[config.mk]
export PLATFORM = sky130hd
export DESIGN_NAME = retention_pwr_ctrl
export DESIGN_NICKNAME = d
export VERILOG_FILES = /design/src/rtl/retention_pwr_ctrl.sv
export SDC_FILE = /design/constraint.sdc
export NUM_CORES = 1
export LEC_CHECK = 0
export ABC_CLOCK_PERIOD_IN_PS = 5800
export CORE_AREA = 2 2 48 50
export DETAILED_ROUTE_END_ITERATION = 10
export DIE_AREA = 0 0 50 52
export PLACE_DENSITY = 0.91
export SYNTH_ARGS = -nofsm -noshare
export SYNTH_HDL_FRONTEND = slang
export SYNTH_SLANG_ARGS = --single-unit
[constraint.sdc]
create_clock -name clk -period 5.8 [get_ports clk]
set_input_delay 0.87 -clock clk [delete_from_list [all_inputs] [get_ports clk]]
set_output_delay 0.87 -clock clk [all_outputs]
set_load 0.01 [all_outputs]
[src/rtl/retention_pwr_ctrl.sv]
`default_nettype none
// ============================================================================
//  Module      : retention_pwr_ctrl
//  Description : Always-on sequencer for one power-gated domain built from
//                retention flops. Orders clock gating, isolation, retention
//                save/restore and the power-switch request, and handshakes
//                with the system controller through pd_req / pd_ack.
//  Revision    : 1.0 - initial release
// ============================================================================
module retention_pwr_ctrl #(
  parameter int CNT_W        = 8,
  parameter int CLK_STOP_CYC = 2,
  parameter int SAVE_CYC     = 2,
  parameter int RESTORE_CYC  = 2,
  parameter int PSW_TIMEOUT  = 64
) (
  input  logic clk,
  input  logic rst,
  input  logic pd_req,
  input  logic psw_ack,
  output logic pd_ack,
  output logic busy,
  output logic clk_en,
  output logic iso,
  output logic retn,
  output logic dom_rstb,
  output logic sleep,
  output logic err
);

  typedef enum logic [3:0] {
    ST_ON       = 4'd0,
    ST_CLK_STOP = 4'd1,
    ST_ISO_ON   = 4'd2,
    ST_SAVE     = 4'd3,
    ST_PSW_OFF  = 4'd4,
    ST_OFF      = 4'd5,
    ST_PSW_ON   = 4'd6,
    ST_RESTORE  = 4'd7,
    ST_ISO_OFF  = 4'd8
  } state_t;

  // Counter preloads: each timed phase counts down from N-1 to 0.
  localparam logic [CNT_W-1:0] C_CLK_STOP_LD = CNT_W'(CLK_STOP_CYC - 1);
  localparam logic [CNT_W-1:0] C_SAVE_LD     = CNT_W'(SAVE_CYC - 1);
  localparam logic [CNT_W-1:0] C_RESTORE_LD  = CNT_W'(RESTORE_CYC - 1);
  localparam logic [CNT_W-1:0] C_TIMEOUT_LD  = CNT_W'(PSW_TIMEOUT - 1);
  localparam logic [CNT_W-1:0] C_ONE         = CNT_W'(1);

  state_t           state;
  state_t           state_nxt;
  logic [CNT_W-1:0] cnt;
  logic [CNT_W-1:0] cnt_nxt;
  logic             err_set;

  // Domain-side drive per state, packed as {clk_en, iso, retn, sleep}.
  function automatic logic [3:0] drive_of(input state_t s);
    logic [3:0] d;
    case (s)
      ST_ON:       d = 4'b1010;
      ST_CLK_STOP: d = 4'b0010;
      ST_ISO_ON:   d = 4'b0110;
      ST_SAVE:     d = 4'b0100;
      ST_PSW_OFF:  d = 4'b0101;
      ST_OFF:      d = 4'b0101;
      ST_PSW_ON:   d = 4'b0100;
      ST_RESTORE:  d = 4'b0110;
      ST_ISO_OFF:  d = 4'b0010;
      default:     d = 4'b1010;
    endcase
    return d;
  endfunction

  // Next-state, counter and timeout detection; switch waits never give up,
  // they only flag the overrun and keep holding the current drive.
  always_comb begin
    state_nxt = state;
    cnt_nxt   = cnt;
    err_set   = 1'b0;
    case (state)
      ST_ON: begin
        if (pd_req) begin
          state_nxt = ST_CLK_STOP;
          cnt_nxt   = C_CLK_STOP_LD;
        end
      end
      ST_CLK_STOP: begin
        if (cnt == '0) state_nxt = ST_ISO_ON;
        else           cnt_nxt   = cnt - C_ONE;
      end
      ST_ISO_ON: begin
        state_nxt = ST_SAVE;
        cnt_nxt   = C_SAVE_LD;
      end
      ST_SAVE: begin
        if (cnt == '0) begin
          state_nxt = ST_PSW_OFF;
          cnt_nxt   = C_TIMEOUT_LD;
        end else begin
          cnt_nxt = cnt - C_ONE;
        end
      end
      ST_PSW_OFF: begin
        if (psw_ack)        state_nxt = ST_OFF;
        else if (cnt == '0) err_set   = 1'b1;
        else                cnt_nxt   = cnt - C_ONE;
      end
      ST_OFF: begin
        if (!pd_req) begin
          state_nxt = ST_PSW_ON;
          cnt_nxt   = C_TIMEOUT_LD;
        end
      end
      ST_PSW_ON: begin
        if (!psw_ack) begin
          state_nxt = ST_RESTORE;
          cnt_nxt   = C_RESTORE_LD;
        end else if (cnt == '0) begin
          err_set = 1'b1;
        end else begin
          cnt_nxt = cnt - C_ONE;
        end
      end
      ST_RESTORE: begin
        if (cnt == '0) state_nxt = ST_ISO_OFF;
        else           cnt_nxt   = cnt - C_ONE;
      end
      ST_ISO_OFF: begin
        state_nxt = ST_ON;
      end
      default: begin
        state_nxt = ST_ON;
        cnt_nxt   = '0;
      end
    endcase
  end

  // State register with outputs decoded from the next state so every output
  // is a flop aligned with the state it describes.
  always_ff @(posedge clk or posedge rst) begin
    if (rst) begin
      state                       <= ST_ON;
      cnt                         <= '0;
      err                         <= 1'b0;
      {clk_en, iso, retn, sleep}  <= 4'b1010;
      pd_ack                      <= 1'b0;
      busy                        <= 1'b0;
      dom_rstb                    <= 1'b0;
    end else begin
      state                       <= state_nxt;
      cnt                         <= cnt_nxt;
      if (err_set) err            <= 1'b1;
      {clk_en, iso, retn, sleep}  <= drive_of(state_nxt);
      pd_ack                      <= (state_nxt == ST_OFF);
      busy                        <= (state_nxt != ST_ON) && (state_nxt != ST_OFF);
      // Domain reset is only a power-on/RST event; retention relies on it
      // staying released through OFF.
      dom_rstb                    <= 1'b1;
    end
  end

endmodule
`default_nettype wire

======== Yosys cells after proc, flatten, opt, wreduce, memory -nomap -nowiden ========
Memories as Yosys holds them, arrays and structs flattened. A register that Yosys moved wholly into a read port is not among the register bits.
Index checks and enable logic that the tools add are counted.
storage, ports and cells
  bits in registers ....................... 16
  bits in read-only memories .............. 64
  bits of input ports ..................... 4
  output and inout port bits .............. 8
  memories kept ........................... 1
memory list
  memory           words  width  rd ports  clocked after memory_dff  wr ports  RTL line  text
  (no name shown)  16     4      1         1                         0         59        case (s)
cells by class
  $add $sub $neg .......................... 1
  equal/unequal tests ..................... 13
  multiplexer cells ....................... 19
  bitwise logic cells ..................... 1
  reductions and logical operators ........ 6
operators by type and width
  cell                                                                      number
  8-bit one-hot mux with 8 select lines                                     1
  8-bit two-way mux                                                         6
  4-bit one-hot mux with 8 select lines                                     1
  4-bit two-way mux                                                         7
  4-bit by 3-bit equality test with 1-bit output (second input constant)    5
  4-bit by 2-bit equality test with 1-bit output (second input constant)    2
  8-bit logical NOT                                                         1
  8-bit by 1-bit subtractor with 8-bit output (second input constant)       1
  2-bit inequality test (second input constant)                             3
  4-bit by 1-bit equality test with 1-bit output (second input constant)    1
  4-bit equality test (second input constant)                               1
  4-bit logical NOT                                                         1
  4-bit by 3-bit inequality test with 1-bit output (second input constant)  1
  4-bit AND reduction                                                       1
  4-bit nonzero test                                                        1
  1-bit two-way mux                                                         3
  1-bit one-hot mux with 2 select lines                                     1
  2-bit OR reduction                                                        1
  1-bit logical AND                                                         1
  1-bit inverter                                                            1

======== Depth between registers and ports, before layout ========
  depth after elaboration ................. 5
  gate-level depth with buffers ........... 9

======== Least setup slack after synthesis ========
OpenSTA, ideal clock, no wires.
  kind .................................... reg-to-reg
  start point ............................. register cnt[0]
  end point ............................... register cnt[0]
  setup time .............................. 110 ps
  arrival ................................. 1993 ps
  data required time ...................... 5690 ps
  path slack .............................. 3696 ps
  stages on the path, launching flop included .. 10
  period minus slack after synthesis ...... 2104 ps
  path through ............................ dfrtp_1 -> inv_1 -> ha_1 -> or4b_4 -> nor2_4 -> inv_2 -> buf_2 -> ha_1 -> nor3b_1 -> o41ai_1
on the way
  cells in the longest elaborated chain, start to end .. 4
  elaborated cells between the ends (all ways) .. 7
  those cells by class .................... 1 x add/sub; 5 x mux; 1 x reduce/logical
ends and longest elaborated chain
  what                                                                              RTL line  text
  from (decl)                                                                       52        logic [CNT_W-1:0] cnt;
  from (signal assigned)                                                            151       cnt <= cnt_nxt;
  8-bit by 1-bit subtractor with 8-bit output or 8-bit logical NOT (tied branches)  --
  8-bit two-way mux                                                                 --
  8-bit two-way mux, on equally long branches                                       115, 104
  8-bit one-hot mux with 8 select lines (*)                                         80        case (state)
Mark *: on every way between the ends. The rest lies on a longest branch, timed or not. The select of a mux whose other input is x is not followed.
A chain may end at the register's enable or synchronous reset.

======== Worst setup path in the final report ========
  start point ............................. input port pd_req
  end point ............................... register cnt[5]
on the way
  cells in the longest elaborated chain, start to end .. 2
  elaborated cells between the ends (all ways) .. 3
  those cells by class .................... 2 x eq/ne; 1 x reduce/logical
ends and longest elaborated chain
  what                               RTL line  text
  from (decl)                        19        input logic pd_req,
  2-bit inequality test (no line)    --
  4-bit AND reduction (no line) (*)  --
Mark *: on every way between the ends. The rest lies on a longest branch, timed or not.

==> results.txt <==
----------------------------------------------------
[Status]
  Status ... completed

[Power]
  Ratio of total power to cell area ... 487 mW/mm²
  Worst supply voltage drop on vdd ... 0.288 mV
  Leak pwr ... roughly 0.58 nW

[Floorplanning]
  Initial cell density of the core ... 0.576
  Site row count ... 17
  I/O pin count ... 12
  Total die area ... 0.00260 mm²
  Chip height ... 52 µm
  Placeable Area ... around 0.0021 mm²
  Die X-Extent ... 50 µm

[Worst setup path]
  Data arrival at the endpoint of the critical path ... 2.55 ns
  Startpoint type of the worst setup path ... input port
  Endpoint kind of the worst setup timing path ... flip-flop
  Data required time at the worst endpoint ... 6.03 ns
  Setup Crit Path Kind ... input port to flip-flop
  Worst-path fanout max ... 12

[Worst hold path]
  Worst min-delay path category ... flip-flop to flip-flop

[Synth]
  Xor and xnor fraction of the mapped netlist area ... 0.0144
  Register bit count reported by yosys ... 20
  Sequential share of the synthesized area ... 0.415
  Post-synth EDFFs ... 0
  Synth warn ... 0
  Main area contributors after synthesis ... sky130_fd_sc_hd__dfrtp_1 37%, sky130_fd_sc_hd__dfstp_2 4.3%, sky130_fd_sc_hd__nand2_1 3.7%, sky130_fd_sc_hd__a21oi_1 3.3%, sky130_fd_sc_hd__o21ai_0 3.3%
  Ranking of synthesized cells by instance count ... 18 x sky130_fd_sc_hd__dfrtp_1, 12 x sky130_fd_sc_hd__nand2_1, 10 x sky130_fd_sc_hd__nor2_1
  Adder-cell share of the synthesized area ... 0.0310
  Proportion of register bits with asynchronous set or reset after synthesis ... 1.00
  Post-Syn Area per Cell ... around 9 µm²
  Most frequently used cell type in the post-synthesis netlist ... sky130_fd_sc_hd__dfrtp_1
  Post-synthesis simple-gate area fraction ... 0.280
  Number of standard cells after synthesis ... about 130
  Compound-cell area share of the yosys netlist ... 0.190
  Post-synthesis instance area ... between 0.001 and 0.0015 mm²
  Distinct cell type count after synthesis ... between 40 and 50
  Most used flip-flop cell after synthesis ... sky130_fd_sc_hd__dfrtp_1
  Fraction of synthesized cell area taken by the top area cell type ... 0.372
  Synthesized net count ... 141
  Fraction of synthesized area in multiplexers ... 0.0248
  Dominant cell type by area after synthesis ... sky130_fd_sc_hd__dfrtp_1
  Largest family of logic cells by synthesized area ... simple AND/OR/NAND/NOR gates

[CTS]
  Root buffer cell ... sky130_fd_sc_hd__clkbuf_4
  Total of cells resized after clock tree synthesis ... 0
  Setup repair bufs after CTS ... 0
  Max Buffers Root-to-Sink ... 2
  CTS buffer count ... 3
  Num Clock Sinks ... 20
  Insertion delay of the later-clocked pin in the worst-skew pair ... around 0.31 ns
  Number of levels the H-tree was split into ... 1
  Clock transition at the registers of the reported paths ... about 0.12 ns
  Hold buffers post-CTS ... 0
  TritonCTS clock tree ... done

[STA]
  Worst Setup Slack, final ... 3.48 ns
  Slew at the pin closest to its max-slew limit ... around 0.75 ns
  Min Clock Period, post-route ... 2.32 ns
  Final slew viol count ... 0
  Tightest slew margin relative to the limit ... 0.502
  Largest clock skew in the final design ... 0.00753 ns
  Setup Total Neg Slack ... 0 ns
  Setup-failing EPs final ... 0
  F_max ... between 400 and 500 MHz
  Hold violation total from the final report ... 0
  Post-route fraction of the period consumed by the critical path ... 0.401
  Unrepaired setup endpoints after global routing ... no

[Detailed routing]
  Remaining number of nets flagged by the antenna check after routing ... 0
  Post-detailed-route via-to-cell ratio ... 6.07
  Residual DRC count ... 0
  Routed WL ... 2550 µm
  Routed wire per std cell ... 14.8 µm
  Routed via count ... 1044
  Violation count after the first detailed-route iteration ... 50
  Pre-Repair DR Iteration Count ... 4

[Final layout]
  Signed area change from the synthesized netlist to the final layout ... 12.7%
  Share of post-route cells with drive strength above 1 ... 0.111
  Number of inserted diodes ... 0
  # nets final ... 152
  Fillers ... 170
  Footprint of the multi-input gates ... 658 µm²
  Register area ... ~500 µm²

[Placement]
  Number of buffer cells added on primary ports ... 11
  Placement-stage worst setup slack ... 3.18 ns
  Final weighted congestion in routability-driven placement ... slightly below 0.9
  Final HPWL from detailed placement ... 1810 µm

[Global route]
  Vias in the first global route ... roughly 960
  Number of antenna violations at the first check in global routing ... 0
  Total track usage ... 0.220
  Sum of overflow across all layers after global routing ... 0
  Global-route wire length before repair ... around 4400 µm
  Largest net degree at the start of global routing ... 21

[Flow run]
  Max-cap viol count ... 0

----------------------------------------------------
-- critical path, cell delays in order --
cell                              delay (ns)
sky130_fd_sc_hd__clkdlybuf4s50_1        0.52
sky130_fd_sc_hd__mux2i_1                0.25
sky130_fd_sc_hd__o32ai_1                0.11
sky130_fd_sc_hd__buf_4                  0.20
sky130_fd_sc_hd__nor2_1                 0.20
sky130_fd_sc_hd__nand2_1                0.14
sky130_fd_sc_hd__o31ai_1                0.27
-- state kept, by name, indices dropped and copies added (netlist names) --
signal	flops
err	1
cnt	8
busy	1
sleep	1
iso	1
clk_en	1
retn	1
pd_ack	1
dom_rstb	1
state	4
-- cell families (layout without fill, tap and decap cells) --
kind of cell	Yosys count	after routing
buffers and inverters	13	23
other	1	1
xor gates and xnor gates	2	2
adders and majority gates	3	3
and+or+nand+nor	57	57
muxes	3	3
AOI/OAI and AO/OA	35	35
DFF	20	20
-- placed cells by master, fill, tap and decap left out, types with 5 or more instances in the layout --
master and instances:
sky130_fd_sc_hd__nand3_1 5, sky130_fd_sc_hd__a21oi_1 8, sky130_fd_sc_hd__o21ai_0 8, sky130_fd_sc_hd__clkdlybuf4s50_1 11, sky130_fd_sc_hd__dfrtp_1 18, sky130_fd_sc_hd__nor2_1 10
sky130_fd_sc_hd__nor2b_1 5, sky130_fd_sc_hd__nand2_1 12, sky130_fd_sc_hd__inv_1 6, sky130_fd_sc_hd__nor3_1 5
-- power by group --
group	total [mW]	leakage, nW	switching (mW)	internal (mW)
clock network	0.0708	0.0150	0.0439	0.0269
registers	0.250	0.237	0.0630	0.187
logic	0.344	0.330	0.189	0.155
total	0.665	0.581	0.296	0.369
-- metal layers --
metal | global-route usage | part of all wire | vias to the layer above
met1 | 0.293 | 0.44 | 486
met5 | 0 | 0 | -
met4 | 0.134 | 0.017 | 0
met2 | 0.342 | 0.47 | 48
met3 | 0.0287 | 0.065 | 6
li1 | - | - | 504
-- per-stage QoR --
step	power [mW]	hold WS (ns)	cells	instance area [µm²]	utilization
6_report	0.665	0.485	172	1370	0.649
3_5_place_dp	0.591	0.458	168	1340	0.636
2_1_floorplan	0.499	0.468	134	1210	-
4_1_cts	0.662	0.487	172	1370	0.649
5_1_grt	0.717	0.498	172	1370	0.649
3_3_place_gp	0.574	0.459	168	1340	0.636
-- worst paths after layout --
| check | startpoint | endpoint | depth (start not counted) | slack (ns) |
|---|---|---|---|---|
| setup / recovery | pd_req | cnt[5] | 7 | 3.48 |
| hold / removal | err | err | 2 | 0.49 |
| setup reg to reg | cnt[0] | cnt[0] | 8 | 3.54 |
| hold reg to reg | err | err | 2 | 0.49 |
| max in group asynchronous | rst | err | 2 | 4.35 |
| min in group asynchronous | rst | cnt[3] | 2 | 0.98 |
-- cell type report --
type                            count  share of cell area
Tap cell                           28              0.0256
Inverter                            7              0.0192
Timing Repair Buffer               12              0.0861
Multi-Input combinational cell    101               0.482
Clock buffer                        4              0.0192
Sequential cell                    20               0.368
No activity file was read; power rests on OpenSTA's default activity.
